$ cat src/rtl/accum_pkg.sv
// Shared constants and FSM state type for the accumulator read-out path.
package accum_pkg;

    localparam int ACCUM_ROW_DEF = 256;
    localparam int ACCUM_DATA_W  = 32;
    localparam int ACT_OUT_W     = 8;

    typedef enum logic [1:0] {
        IDLE,
        READ,
        FLUSH,
        FIN
    } drain_state_e;

endpackage

$ cat src/rtl/accum_requant.sv
// Combinational requantizer: round-half-up arithmetic shift, optional ReLU,
// saturation to a narrow signed word.
module accum_requant
    import accum_pkg::*;
#(
    parameter  int DATA_WIDTH  = ACCUM_DATA_W,
    parameter  int OUT_WIDTH   = ACT_OUT_W,
    localparam int SHIFT_WIDTH = $clog2(DATA_WIDTH)
) (
    input  logic signed [DATA_WIDTH-1:0]  x,
    input  logic        [SHIFT_WIDTH-1:0] shift,
    input  logic                          relu_en,
    output logic signed [OUT_WIDTH-1:0]   y
);

    localparam int XW = DATA_WIDTH + 1;
    localparam logic signed [XW-1:0] OUT_MAX = XW'((2 ** (OUT_WIDTH - 1)) - 1);
    localparam logic signed [XW-1:0] OUT_MIN = XW'(-(2 ** (OUT_WIDTH - 1)));

    logic signed [XW-1:0] xe;
    logic signed [XW-1:0] half;
    logic signed [XW-1:0] r;

    always_comb begin
        xe   = {x[DATA_WIDTH-1], x};
        // 2^(shift-1), which collapses to 0 when shift is 0
        half = (XW'(1) << shift) >> 1;
        r    = (xe + half) >>> shift;
        if (relu_en && r[XW-1]) begin
            r = '0;
        end
        if (r > OUT_MAX) begin
            y = OUT_MAX[OUT_WIDTH-1:0];
        end else if (r < OUT_MIN) begin
            y = OUT_MIN[OUT_WIDTH-1:0];
        end else begin
            y = r[OUT_WIDTH-1:0];
        end
    end

endmodule

$ cat src/rtl/accum_drain.sv
// Accumulator column read-out: walks a wrapping row range, requantizes each
// row and streams the results over valid/ready.
module accum_drain
    import accum_pkg::*;
#(
    parameter  int ACCUM_ROW   = ACCUM_ROW_DEF,
    parameter  int DATA_WIDTH  = ACCUM_DATA_W,
    parameter  int OUT_WIDTH   = ACT_OUT_W,
    localparam int ADDR_WIDTH  = $clog2(ACCUM_ROW),
    localparam int SHIFT_WIDTH = $clog2(DATA_WIDTH)
) (
    input  logic                          clk,
    input  logic                          rst,
    input  logic                          start,
    input  logic        [ADDR_WIDTH-1:0]  base_addr,
    input  logic        [ADDR_WIDTH:0]    num_rows,
    input  logic        [SHIFT_WIDTH-1:0] shift,
    input  logic                          relu_en,
    output logic                          busy,
    output logic                          done,
    output logic                          accum_rd_en,
    output logic        [ADDR_WIDTH-1:0]  accum_rd_addr,
    input  logic signed [DATA_WIDTH-1:0]  accum_rd_data,
    output logic                          out_valid,
    input  logic                          out_ready,
    output logic        [OUT_WIDTH-1:0]   out_data,
    output logic                          out_last
);

    drain_state_e                 state;
    logic [ADDR_WIDTH:0]          rows_left;
    logic [SHIFT_WIDTH-1:0]       shift_q;
    logic                         relu_q;
    logic signed [OUT_WIDTH-1:0]  rq_data;
    logic                         handshake;
    logic                         issue;
    logic                         last_row;
    logic [ADDR_WIDTH-1:0]        next_addr;

    assign handshake   = out_valid && out_ready;
    // Read data is combinational, so a read may be issued in the same cycle
    // the current output word is being taken.
    assign issue       = (state == READ) && (!out_valid || out_ready);
    assign last_row    = (rows_left == (ADDR_WIDTH + 1)'(1));
    assign accum_rd_en = issue;
    assign next_addr   = (accum_rd_addr == ADDR_WIDTH'(ACCUM_ROW - 1)) ? '0
                       : accum_rd_addr + ADDR_WIDTH'(1);

    accum_requant #(
        .DATA_WIDTH(DATA_WIDTH),
        .OUT_WIDTH (OUT_WIDTH)
    ) u_requant (
        .x      (accum_rd_data),
        .shift  (shift_q),
        .relu_en(relu_q),
        .y      (rq_data)
    );

    always_ff @(posedge clk) begin
        if (rst) begin
            state         <= IDLE;
            busy          <= 1'b0;
            done          <= 1'b0;
            rows_left     <= '0;
            shift_q       <= '0;
            relu_q        <= 1'b0;
            accum_rd_addr <= '0;
        end else begin
            case (state)
                IDLE: begin
                    if (start) begin
                        busy          <= 1'b1;
                        accum_rd_addr <= base_addr;
                        rows_left     <= num_rows;
                        shift_q       <= shift;
                        relu_q        <= relu_en;
                        if (num_rows == '0) begin
                            state <= FIN;
                            done  <= 1'b1;
                        end else begin
                            state <= READ;
                        end
                    end
                end
                READ: begin
                    if (issue) begin
                        accum_rd_addr <= next_addr;
                        rows_left     <= rows_left - (ADDR_WIDTH + 1)'(1);
                        if (last_row) begin
                            state <= FLUSH;
                        end
                    end
                end
                FLUSH: begin
                    if (handshake) begin
                        state <= FIN;
                        done  <= 1'b1;
                    end
                end
                FIN: begin
                    state <= IDLE;
                    busy  <= 1'b0;
                    done  <= 1'b0;
                end
                default: state <= IDLE;
            endcase
        end
    end

    always_ff @(posedge clk) begin
        if (rst) begin
            out_valid <= 1'b0;
            out_data  <= '0;
            out_last  <= 1'b0;
        end else if (issue) begin
            out_valid <= 1'b1;
            out_data  <= rq_data;
            out_last  <= last_row;
        end else if (handshake) begin
            out_valid <= 1'b0;
            out_last  <= 1'b0;
        end
    end

endmodule

$ cat config.mk
export PLATFORM = sky130hd
export DESIGN_NAME = accum_drain
export DESIGN_NICKNAME = d
export VERILOG_FILES = /design/src/rtl/accum_pkg.sv /design/src/rtl/accum_requant.sv /design/src/rtl/accum_drain.sv
export SDC_FILE = /design/constraint.sdc
export NUM_CORES = 1
export LEC_CHECK = 0
export ABC_AREA = 1
export BUFFER_PORTS_ARGS = -buffer_cell sky130_fd_sc_hd__buf_2
export CORE_MARGIN = 2
export CORE_UTILIZATION = 55
export CTS_CLUSTER_DIAMETER = 150
export DETAILED_ROUTE_END_ITERATION = 8
export PLACE_DENSITY = 0.76
export SLEW_MARGIN = 20
export SYNTH_ARGS = -nofsm -noshare
export SYNTH_HDL_FRONTEND = slang
export SYNTH_SLANG_ARGS = --single-unit
$ cat constraint.sdc
create_clock -name clk -period 6.9 [get_ports clk]
set_input_delay 0.345 -clock clk [delete_from_list [all_inputs] [get_ports clk]]
set_output_delay 0.345 -clock clk [all_outputs]
set_load 0.02 [all_outputs]
* Yosys cells after proc, flatten, opt, wreduce, memory -nomap -nowiden
Cells that the tools add are included.
** Word-level totals
- Register bits after elaboration :: 37
- Input port bits :: 59
** Cells by class
- $add $sub $neg :: 3
- Order comparisons :: 2
- Equal/unequal tests :: 10
- Shift-type cells :: 2
- Multiplexer cells :: 25
- Reductions and logical operators :: 16
** Operators with widths (number)
- two-way mux 8 bit :: 5
- adder 32 x 33 -> 33 bit :: 1
- greater-than comparator 33 x 8 -> 1 bit (second input constant) :: 1
- < comparator 33 x 8 -> 1 bit (second input constant) :: 1
- two-way mux 33 bit :: 1
- << shifter 1 x 5 -> 33 bit (first input constant) :: 1
- >>> shifter 33 x 5 -> 33 bit :: 1
- two-way mux 9 bit :: 2
- one-hot mux 9 bit (2 select lines) :: 1
- one-hot mux 8 bit (2 select lines) :: 1
- two-way mux 2 bit :: 5
- inequality test 2 bit (second input constant) :: 5
- equality test 9 x 1 -> 1 bit (second input constant) :: 1
- logical NOT 9 bit :: 1
- subtractor 9 x 1 -> 9 bit (second input constant) :: 1
- adder 8 x 1 -> 8 bit (second input constant) :: 1
- equality test 8 bit (second input constant) :: 1
- one-hot mux 2 bit (4 select lines) :: 1
- AND reduction 4 bit :: 2
- two-way mux 1 bit :: 7
- nonzero test 2 bit :: 3
- equality test 2 bit (second input constant) :: 2
- AND reduction 2 bit :: 2
- logical AND 1 bit :: 3
- other kinds (8) :: 8

* Longest topological paths before layout
Gate-level depths: netlist (run 1).
- Word-level depth :: 8
- Mapped depth :: 36

* By module
From an unflattened synthesis (run 1), not the netlist that was laid out.
** Unflattened totals
- Cell total of the unflattened synthesis :: 1464
- Area total of the unflattened synthesis :: 7538.5 µm²
** Modules (own cells, without submodules)
- accum_requant :: times used 1, cells each 1164, area an instance 5494.0 µm², seq. area each 0.0 µm²
- accum_drain :: times used 1, cells each 300, area an instance 2044.5 µm², seq. area each 740.7 µm²

* Worst setup path after synthesis (run 1)
No wires, ideal clock.
- Path type :: flip-flop to flip-flop
- Start point :: reg shift_q[2]
- End point :: reg out_data[4]
- Data arrival time :: 3.733 ns
- Required time :: 6.791 ns
- Setup slack :: 3.058 ns
- Cell stages (with the launch flop) :: 36
- Buffers on the path :: 3
- Clock period less this slack :: 3.842 ns
- Path through :: dfxtp_1 -> clkbuf_1 -> inv_1 -> buf_2 -> buf_1 -> nand2_1 -> nor2_1 -> ha_1 -> inv_1 -> fa_1 -> inv_1 -> nand3_1 -> nand3_1 -> nand2_1 -> nand2_1 -> nand2_1 -> nand2_1 -> nand2_2 -> nand3_4 -> nand2_1 -> nand2_1 -> nand2_1 -> nand2_1 -> nand2_1 -> nand2_1 -> nand2_1 -> nand2_1 -> nand2_1 -> nor2_1 -> nand2_1 -> nor2_1 -> nand3_1 -> nand3_2 -> nand3_1 -> nand2_1 -> inv_1
** Between the ends
- Word-level cells in the longest chain between the ends :: 8
** RTL lines
- from (decl) :: RTL line accum_drain.sv:32 : logic [SHIFT_WIDTH-1:0] shift_q;
- from (signal assigned) :: RTL line accum_drain.sv:75 : shift_q <= shift;
- << shifter 1 x 5 -> 33 bit :: RTL line accum_requant.sv:27 : half = (XW'(1) << shift) >> 1;
- adder 32 x 33 -> 33 bit :: RTL line accum_requant.sv:28 : r = (xe + half) >>> shift;
- >>> shifter 33 x 5 -> 33 bit * :: RTL line accum_requant.sv:28
- logical AND 1 bit :: RTL line accum_requant.sv:29 : if (relu_en && r[XW-1]) begin
- two-way mux 33 bit * :: RTL line accum_requant.sv:29
- < comparator 33 x 8 -> 1 bit :: RTL line accum_requant.sv:34 : end else if (r < OUT_MIN) begin
- two-way mux 8 bit :: RTL line accum_requant.sv:34
- two-way mux 8 bit * :: RTL line accum_requant.sv:32 : if (r > OUT_MAX) begin
- to (signal assigned) :: RTL line accum_drain.sv:117 : out_data <= rq_data;
- to (decl) :: RTL line accum_drain.sv:26 : output logic [OUT_WIDTH-1:0] out_data,
Mark *: on every way between the ends. The rest lies on a longest branch, timed or not.
A chain may end at the register's enable or synchronous reset.

* Final worst setup path (run 1)
- Start point :: reg shift_q[3]
- End point :: reg out_data[6]
The elaborated chain is that of the path after synthesis.

==> flow_summary.toml, run 1 <==
[clock_network]
cts_tree = "yes"
cts_resized = 0
numCtsBuffers = 5
clk_latency_ps = 280
clk_pin_slew_ps = 60
cts_max_path_buffers = 2
cts_root_buf = "clkbuf_16"
postCtsSetupBuffers = 0
cts_sinks = 37
htree_levels = 2
cts_hold_buf = 0

[detailed_routing]
drt_iter0_drc = 1155
wl_per_cell_um = 14.22
vias = 9057
vias_per_cell = 5.553
wl_um = 23190
drtPass1Iterations = 6
drc = 0
antenna_left = 0

[synthesis]
synth_cell_types = 41
synth_commonest_cells = "nand2_1 (479), nand3_1 (271), inv_1 (188)"
ys_top_cells_by_area = "nand2_1 (25%), nand3_1 (19%), dfxtp_1 (10%)"
synth_top_flop_cell = "dfxtp_1"
synthCells = 1411
yosysWarnings = 0
syn_area_per_cell_um2 = 5.029
synth_fp_nets = 1509
synth_area_mm2 = 0.007096
yosys.area.top_type = "nand2_1"
ys_seq_elements = 37
synth_most_common_cell = "nand2_1"
ys_async_sr_fraction_pct = 0
synth_edf_count = 0
seq_area_frac_synth_pct = 10.44
synth_top_cell_area_share_pct = 25.34

[critical_path]
slowest_stage = "inv_1"
critPathCaptureType = "flop"
ff2ff_setup_slack_ps = 1930
cpPeakStageDelay_ps = 560
path_max_fanout = 21
crit_required_ps = 7080
worstReg2RegEnd = "out_data[6]$_SDFFE_PP0P_"
arrival_ps = 5160
r2r_cells = 33
crit_type = "flop to flop"
cp-start-kind = "flop"
crit_path_frequent_cell = "nand2_1"
r2r-start = "shift_q[3]$_SDFFE_PP0P_"

[layout]
drive_above_1_share_pct = 10.08
fin_nets = 1556
final_area_mm2 = 0.007741
nFillCells = 1357
area_growth_pct = 9.099
antenna_cells = 0

[sta]
hold_ws_ps = 343.5
setup_slack_ps = 1926
worst_pin_slew_ps = 847.4
drv_slew = 0
hold_viol_final = 0
rsz0062_at_grt = "false"
max_slew_margin_pct = 43.43
period_needed_ps = 4974
tns_ps = 0
clock_skew_ps = 7.272
setup_viol = 0
min_period_over_period_pct = 72.09
fmax_ghz = 0.2010

[hold_path]
min_from = "base_addr[1]"
holdPathEnd = "accum_rd_addr[1]$_SDFFE_PP0P_"
min_delay_path_depth = 3
min_path_type = "primary input to flop"

[floorplan]
io_pins = 80
die_h_um = 117.6
dieArea_mm2 = 0.01383
die_w_um = 117.6
fp-row-count = 41
initial_core_util_pct = 56.23
core_mm2 = 0.01262

[place]
io_buffers = 79
dpl_cell_area_mm2 = 0.007565
place_hpwl_um = 18540
place.gp.congestion = 1.014
pre_cts_slack_ps = 2125

[power_and_ir_drop]
vdd_drop_max_v = 0.0002456
power_density_mw_per_mm2 = 320.9
p_leak_nw = 4.391

[global_route]
grt_max_degree = 42
overflow = 0
grt_pass1_wl_um = 37740
gr-usage-all-layers_pct = 32.50
grt_pass1_vias = 7943
antenna_found_initial = 0

[job]
maxCapViolCount = 0

[outcome]
status = "finished clean"
## layer usage
layer	wire length, um	up-vias	share of wire, %	global-route usage [%]
met2	10130	465	44	51.94
li1	-	4584	-	-
met5	0	-	0	0
met3	2174	58	9.4	4.070
met4	615	0	2.7	10.02
met1	10260	3950	44	45.55
## report_power, final
part | switching, mW | internal, mW | leakage [nW] | total, mW
Clock | 0.0896 | 0.180 | 0.0831 | 0.270
Combinational | 1.26 | 0.581 | 4.00 | 1.84
Sequential | 0.0753 | 0.299 | 0.306 | 0.374
## final cells by class
class	count	area [um2]	share of cell area [%]
well taps	172	215.2	2.780
clock inverters	2	37.54	0.4849
multi-input cells	1124	5388	69.60
inverters	202	758.2	9.795
repair buffers	88	462.9	5.980
flip-flops and latches	37	740.7	9.568
clock buffers	6	138.9	1.794
## logic make-up (layout without fill, tap and decap cells)
group / count (synthesis) / count (layout) / synth area share, %
AND/OR/NAND/NOR: 976 / 976 / 59.80
adder cells (fa/ha/maj): 39 / 39 / 6.983
AO/OA/AOI/OAI: 100 / 100 / 8.023
XOR/XNOR: 8 / 8 / 0.9875
multiplexers: 1 / 1 / 0.1411
buffers and inverters: 250 / 298 / 13.63
flip-flops: 37 / 37 / 10.44
## worst max path at each step
stage | start | endpoint | slack, ps | depth (start not counted)
2_1_floorplan | shift_q[2]$_SDFFE_PP0P_ | out_data[4]$_SDFFE_PP0P_ | 3060 | 35
3_5_place_dp | shift_q[0]$_SDFFE_PP0P_ | out_data[4]$_SDFFE_PP0P_ | 2130 | 34
5_1_grt | shift_q[0]$_SDFFE_PP0P_ | out_data[3]$_SDFFE_PP0P_ | 1440 | 34
6_report | shift_q[3]$_SDFFE_PP0P_ | out_data[6]$_SDFFE_PP0P_ | 1930 | 33
3_3_place_gp | shift_q[3]$_SDFFE_PP0P_ | out_data[2]$_SDFFE_PP0P_ | 2110 | 26
4_1_cts | shift_q[0]$_SDFFE_PP0P_ | out_data[6]$_SDFFE_PP0P_ | 2110 | 29
## flip-flops by register name, indices dropped and copies added, names as in the netlist
| name | cells |
|---|---|
| accum_rd_addr | 8 |
| busy | 1 |
| done | 1 |
| out_data | 8 |
| out_last | 1 |
| out_valid | 1 |
| relu_q | 1 |
| rows_left | 9 |
| shift_q | 5 |
| state | 2 |
## through the flow
stage	util, %	cells	power [mW]
finish	61.34	1631	2.484
global route	61.34	1631	2.722
CTS	61.34	1631	2.445
detailed placement	59.94	1623	2.161
global placement	59.94	1623	2.168
floorplan	-	1411	1.739
## worst max-delay path: cells and delay by family, from the launching register on
kind                       cells  cell delay [ps]
buffers and inverters          5             1260
and+or+nand+nor               27             2760
adders and majority gates      1              400
DFF                            1              450
## layout by cell type (no fill, tap or decap), drive strengths merged, types with 2 or more instances in the layout
| master | synthesis | layout |
|---|---|---|
| a221oi | 5 | 5 |
| a22oi | 2 | 2 |
| nand3 | 281 | 281 |
| and2 | 2 | 2 |
| clkinv | 5 | 5 |
| inv | 197 | 197 |
| clkbuf | 24 | 6 |
| a21oi | 50 | 50 |
| o21ai | 26 | 26 |
| dfxtp | 37 | 37 |
| nand3b | 10 | 10 |
| nand2 | 492 | 492 |
| a211oi | 3 | 3 |
| or2 | 6 | 6 |
| o211ai | 3 | 3 |
| xor2 | 6 | 6 |
| buf | 24 | 88 |
| xnor2 | 2 | 2 |
| nor3 | 13 | 13 |
| a31oi | 7 | 7 |
| nand4 | 7 | 7 |
| nor2 | 164 | 164 |
| ha | 38 | 38 |
Note: power is estimated with default switching activity, not from simulation.
==> run 2, diff against run 1 <==
==> constraint.sdc (replaced) <==
create_clock -name clk -period 5.02 [get_ports clk]
set_input_delay 0.251 -clock clk [delete_from_list [all_inputs] [get_ports clk]]
set_output_delay 0.251 -clock clk [all_outputs]
set_load 0.02 [all_outputs]
==> run 2 against run 1 <==
  * Via count rose by 1.6%
  * Sequential cell count did not move
  * Sequential share of layout area fell by 0.065 points
  * Fmax rose by 9.0%
  * Critical endpoint is now out_data[4]$_SDFFE_PP0P_
==> flow_summary.toml, run 2 (same netlist as run 1, synthesis figures left out) <==
[global_route]
grt_pass1_wl_um = 39210
antenna_found_initial = 1
grt_max_degree = 35
overflow = 0
grt_pass1_vias = 8215
gr-usage-all-layers_pct = 33.76

[clock_network]
cts_sinks = 37
cts_hold_buf = 0
htree_levels = 2
numCtsBuffers = 5
clk_pin_slew_ps = 60
cts_tree = "yes"
cts_resized = 0
cts_max_path_buffers = 2
clk_latency_ps = 290
cts_root_buf = "clkbuf_16"
postCtsSetupBuffers = 0

[sta]
max_slew_margin_pct = 55.53
drv_slew = 0
rsz0062_at_grt = "false"
hold_ws_ps = 236.0
clock_skew_ps = 7.944
hold_viol_final = 0
tns_ps = 0
fmax_ghz = 0.2191
worst_pin_slew_ps = 666.4
min_period_over_period_pct = 90.93
period_needed_ps = 4565
setup_viol = 0

[layout]
fin_nets = 1564
antenna_cells = 0
final_util_pct = 61.76
largest_reg_flops = 9
regMostFlops = "rows_left"
final_area_mm2 = 0.007794
area_growth_pct = 9.839
layout_common_cells = "nand2_1 (479), nand3_1 (271), inv_1 (188)"
drive_above_1_share_pct = 10.57
final_common_cell = "nand2_1"
reg_top3 = "rows_left: 9 flops, accum_rd_addr: 8 flops, out_data: 8 flops"

[job]
maxCapViolCount = 0

[critical_path]
crit_start = "shift_q[0]$_SDFFE_PP0P_"
critPathCaptureType = "flop"
worstReg2RegEnd = "out_data[4]$_SDFFE_PP0P_"
cpPeakStageDelay_ps = 440
slowest_stage = "dfxtp_1"
cp-start-kind = "flop"
path_max_fanout = 12
crit_type = "flop to flop"
cp_top_family = "simple AND/OR/NAND/NOR gates"
crit_buf_inv = 5
crit_required_ps = 5200
cp-endpoint = "out_data[4]$_SDFFE_PP0P_"
cp.depth = 31
r2r_cells = 31
arrival_ps = 4750
crit_path_frequent_cell = "nand2_1"
r2r-start = "shift_q[0]$_SDFFE_PP0P_"
ff2ff_setup_slack_ps = 460

[power_and_ir_drop]
p_seq_share_pct = 14.8
vdd_drop_max_v = 0.0003698
p_sw_mw = 2.000
p_int_mw = 1.467
p_leak_nw = 4.432
p_comb_share_pct = 74.4
clock_power_share_pct = 10.9
switching_share_pct = 57.70
power_density_mw_per_mm2 = 444.8

[place]
io_buffers = 79
dpl_cell_area_mm2 = 0.007625
place_hpwl_um = 19520
place.gp.congestion = 1.063

[floorplan]
dieArea_mm2 = 0.01383
core_mm2 = 0.01262
io_pins = 80
die_w_um = 117.6
initial_core_util_pct = 56.23
die_h_um = 117.6
fp-row-count = 41

[detailed_routing]
antenna_left = 0
wl_um = 23850
drc = 0
drtPass1Iterations = 8
drt_iter0_drc = 946
wl_per_cell_um = 14.55
vias_per_cell = 5.613
vias = 9200

[hold_path]
min_path_type = "primary input to flop"

[outcome]
status = "finished clean"
[run 2: worst min path at each step]
stage                             startpoint                             to  slack, ps  depth (start not counted)
finish                          base_addr[1]  accum_rd_addr[1]$_SDFFE_PP0P_        240                          3
global route                    base_addr[1]  accum_rd_addr[1]$_SDFFE_PP0P_        250                          3
CTS                             base_addr[1]  accum_rd_addr[1]$_SDFFE_PP0P_        230                          3
detailed placement  out_data[7]$_SDFFE_PP0P_       out_data[7]$_SDFFE_PP0P_        480                          2
global placement    out_data[7]$_SDFFE_PP0P_       out_data[7]$_SDFFE_PP0P_        460                          2
floorplan                       base_addr[1]  accum_rd_addr[1]$_SDFFE_PP0P_        410                          2
[run 2: final cells by class]
class,instances,area [um2]
clock buffer,5,125.1
clock inverter,3,43.79
fill,1346,4826
inverter,202,758.2
multi-input combinational,1124,5388
sequential,37,740.7
tap,172,215.2
timing repair buffer,96,523.0
[run 2: routing by layer]
metal / up-vias / GRT usage (%) / share of wire [%]
met5: - / 0 / 0.055
met4: 2 / 10.62 / 2.6
met3: 65 / 7.316 / 11
met2: 512 / 53.80 / 43
met1: 4024 / 45.46 / 44
li1: 4597 / - / -
[run 2: worst reg2reg max path, delay by kind of cell, from the launching register on]
kind / cells / cell delay (ps)
buffers and inverters: 5 / 390
AO/OA/AOI/OAI: 1 / 250
adder cells (fa/ha/maj): 1 / 410
AND/OR/NAND/NOR: 24 / 2970
flip-flops: 1 / 440
[run 2: through the flow]
step / worst slack [ps] / total power, mW / cells
6_report: 455.4 / 3.467 / 1639
2_1_floorplan: 1178 / 2.390 / 1411
5_1_grt: 139.9 / 3.794 / 1639
3_3_place_gp: 791.5 / 3.020 / 1631
4_1_cts: 657.3 / 3.402 / 1639
3_5_place_dp: 682.0 / 3.012 / 1631
[run 2: power groups by stage]
stage | combinational [mW] | clock (mW) | sequential, mW
after floorplan | 1.83 | 0 | 0.560
after global placement | 2.51 | 0 | 0.514
after detailed placement | 2.50 | 0 | 0.513
after CTS | 2.52 | 0.378 | 0.509
after global routing | 2.88 | 0.389 | 0.526
final | 2.58 | 0.376 | 0.512
==> run 3, diff against run 2 <==
--- a/config.mk
+++ b/config.mk
@@ -12,6 +12,7 @@
 export CTS_CLUSTER_DIAMETER = 150
 export DETAILED_ROUTE_END_ITERATION = 8
 export PLACE_DENSITY = 0.76
+export RECOVER_POWER = 50
 export SLEW_MARGIN = 20
 export SYNTH_ARGS = -nofsm -noshare
 export SYNTH_HDL_FRONTEND = slang
==> run 3 against run 2 <==
  * Power shrank 0.74%
  * Fmax down 1.1%
  * First-iteration DRC count increased by 8.8%
  * Critical path type unchanged
  * Largest power group unchanged
==> flow_summary.toml, run 3 (same netlist as run 1, synthesis figures left out) <==
[outcome]
status = "finished clean"

[critical_path]
ff2ff_setup_slack_ps = 410
critPathCaptureType = "flop"
crit_path_frequent_cell = "nand2_1"
cpPeakStageDelay_ps = 440
r2r_cells = 31
arrival_ps = 4800
crit_start = "shift_q[0]$_SDFFE_PP0P_"
crit_required_ps = 5200
path_max_fanout = 12
cp-start-kind = "flop"
r2r-start = "shift_q[0]$_SDFFE_PP0P_"
crit_type = "flop to flop"
worstReg2RegEnd = "out_data[4]$_SDFFE_PP0P_"
slowest_stage = "dfxtp_1"

[sta]
drv_slew = 0
setup_slack_ps = 406.9
max_slew_margin_pct = 46.40
rsz0062_at_grt = "false"
hold_viol_final = 0
fmax_ghz = 0.2168
clock_skew_ps = 8.636
min_period_over_period_pct = 91.89
setup_viol = 0
tns_ps = 0
hold_ws_ps = 235.7
worst_pin_slew_ps = 804.0
period_needed_ps = 4613

[global_route]
gr-usage-all-layers_pct = 33.76
antenna_found_initial = 1
grt_max_degree = 35
overflow = 0
grt_pass1_wl_um = 39210
grt_pass1_vias = 8215

[job]
maxCapViolCount = 0

[floorplan]
fp-row-count = 41
core_mm2 = 0.01262
initial_core_util_pct = 56.23
io_pins = 80
die_w_um = 117.6
dieArea_mm2 = 0.01383
die_h_um = 117.6

[layout]
final_common_cell = "nand2_1"
largest_reg_flops = 9
reg_top3 = "rows_left: 9 flops, accum_rd_addr: 8 flops, out_data: 8 flops"
final_util_pct = 61.50
drive_above_1_share_pct = 9.066
fin_nets = 1564
regMostFlops = "rows_left"
layout_common_cells = "nand2_1 (479), nand3_1 (271), inv_1 (188)"
antenna_cells = 0
area_growth_pct = 9.381

[detailed_routing]
vias = 9158
vias_per_cell = 5.588
drtPass1Iterations = 6
wl_um = 23840
antenna_left = 0
drt_iter0_drc = 1029
wl_per_cell_um = 14.54
drc = 0

[place]
io_buffers = 79
pre_cts_slack_ps = 682.0
place.gp.congestion = 1.063
place_hpwl_um = 19520

[clock_network]
clk_latency_ps = 290
numCtsBuffers = 5
clk_pin_slew_ps = 70
cts_tree = "yes"
cts_sinks = 37
cts_resized = 0
htree_levels = 2
cts_max_path_buffers = 2
cts_root_buf = "clkbuf_16"
postCtsSetupBuffers = 0
cts_hold_buf = 0

[hold_path]
holdPathEnd = "accum_rd_addr[1]$_SDFFE_PP0P_"
min_path_type = "primary input to flop"
min_from = "base_addr[1]"
min_delay_path_depth = 3

[power_and_ir_drop]
power_density_mw_per_mm2 = 443.4
p_leak_nw = 4.346
power.total_mw = 3.441
vdd_drop_max_v = 0.0003609
-- run 3: cell type report --
| type | count | area, um2 |
|---|---|---|
| sequential | 37 | 740.7 |
| multi-input combinational | 1124 | 5388 |
| clock inverter | 3 | 43.79 |
| timing repair buffer | 96 | 490.5 |
| clock buffer | 5 | 125.1 |
| fill | 1357 | 4858 |
| tap | 172 | 215.2 |
| inverter | 202 | 758.2 |
-- run 3: worst max path at each step --
| stage | end | slack (ps) | cells past startpoint |
|---|---|---|---|
| final | out_data[4]$_SDFFE_PP0P_ | 410 | 31 |
| after global routing | out_data[2]$_SDFFE_PP0P_ | 110 | 29 |
| after CTS | out_data[4]$_SDFFE_PP0P_ | 660 | 33 |
| after detailed placement | out_data[4]$_SDFFE_PP0P_ | 680 | 33 |
| after global placement | out_data[4]$_SDFFE_PP0P_ | 790 | 28 |
| after floorplan | out_data[4]$_SDFFE_PP0P_ | 1180 | 35 |
-- run 3: power breakdown --
group          total, mW  switching (mW)  internal, mW  leakage, nW
Clock              0.376           0.141         0.236       0.0842
Sequential         0.513           0.102         0.411        0.306
Combinational       2.55            1.75         0.799         3.96
-- run 3: critical path, delay by kind of cell (launching register included) --
kind	cells	cell delay, ps
AO/OA/AOI/OAI	1	250
adder cells (fa/ha/maj)	1	410
flip-flops	1	440
AND/OR/NAND/NOR	24	3010
buffers and inverters	5	390
-- run 3: layer usage --
metal,global-route usage [%],vias to the layer above,wire length (um)
li1,-,4601,-
met1,45.46,4003,10320
met2,53.80,488,10190
met3,7.316,64,2653
met4,10.62,2,657
met5,0,-,13
-- run 3: stage by stage --
stage          instances  cell area (um2)
6_report            1639             7761
3_5_place_dp        1631             7625
5_1_grt             1639             7761
4_1_cts             1639             7794
3_3_place_gp        1631             7625
2_1_floorplan       1411             7096
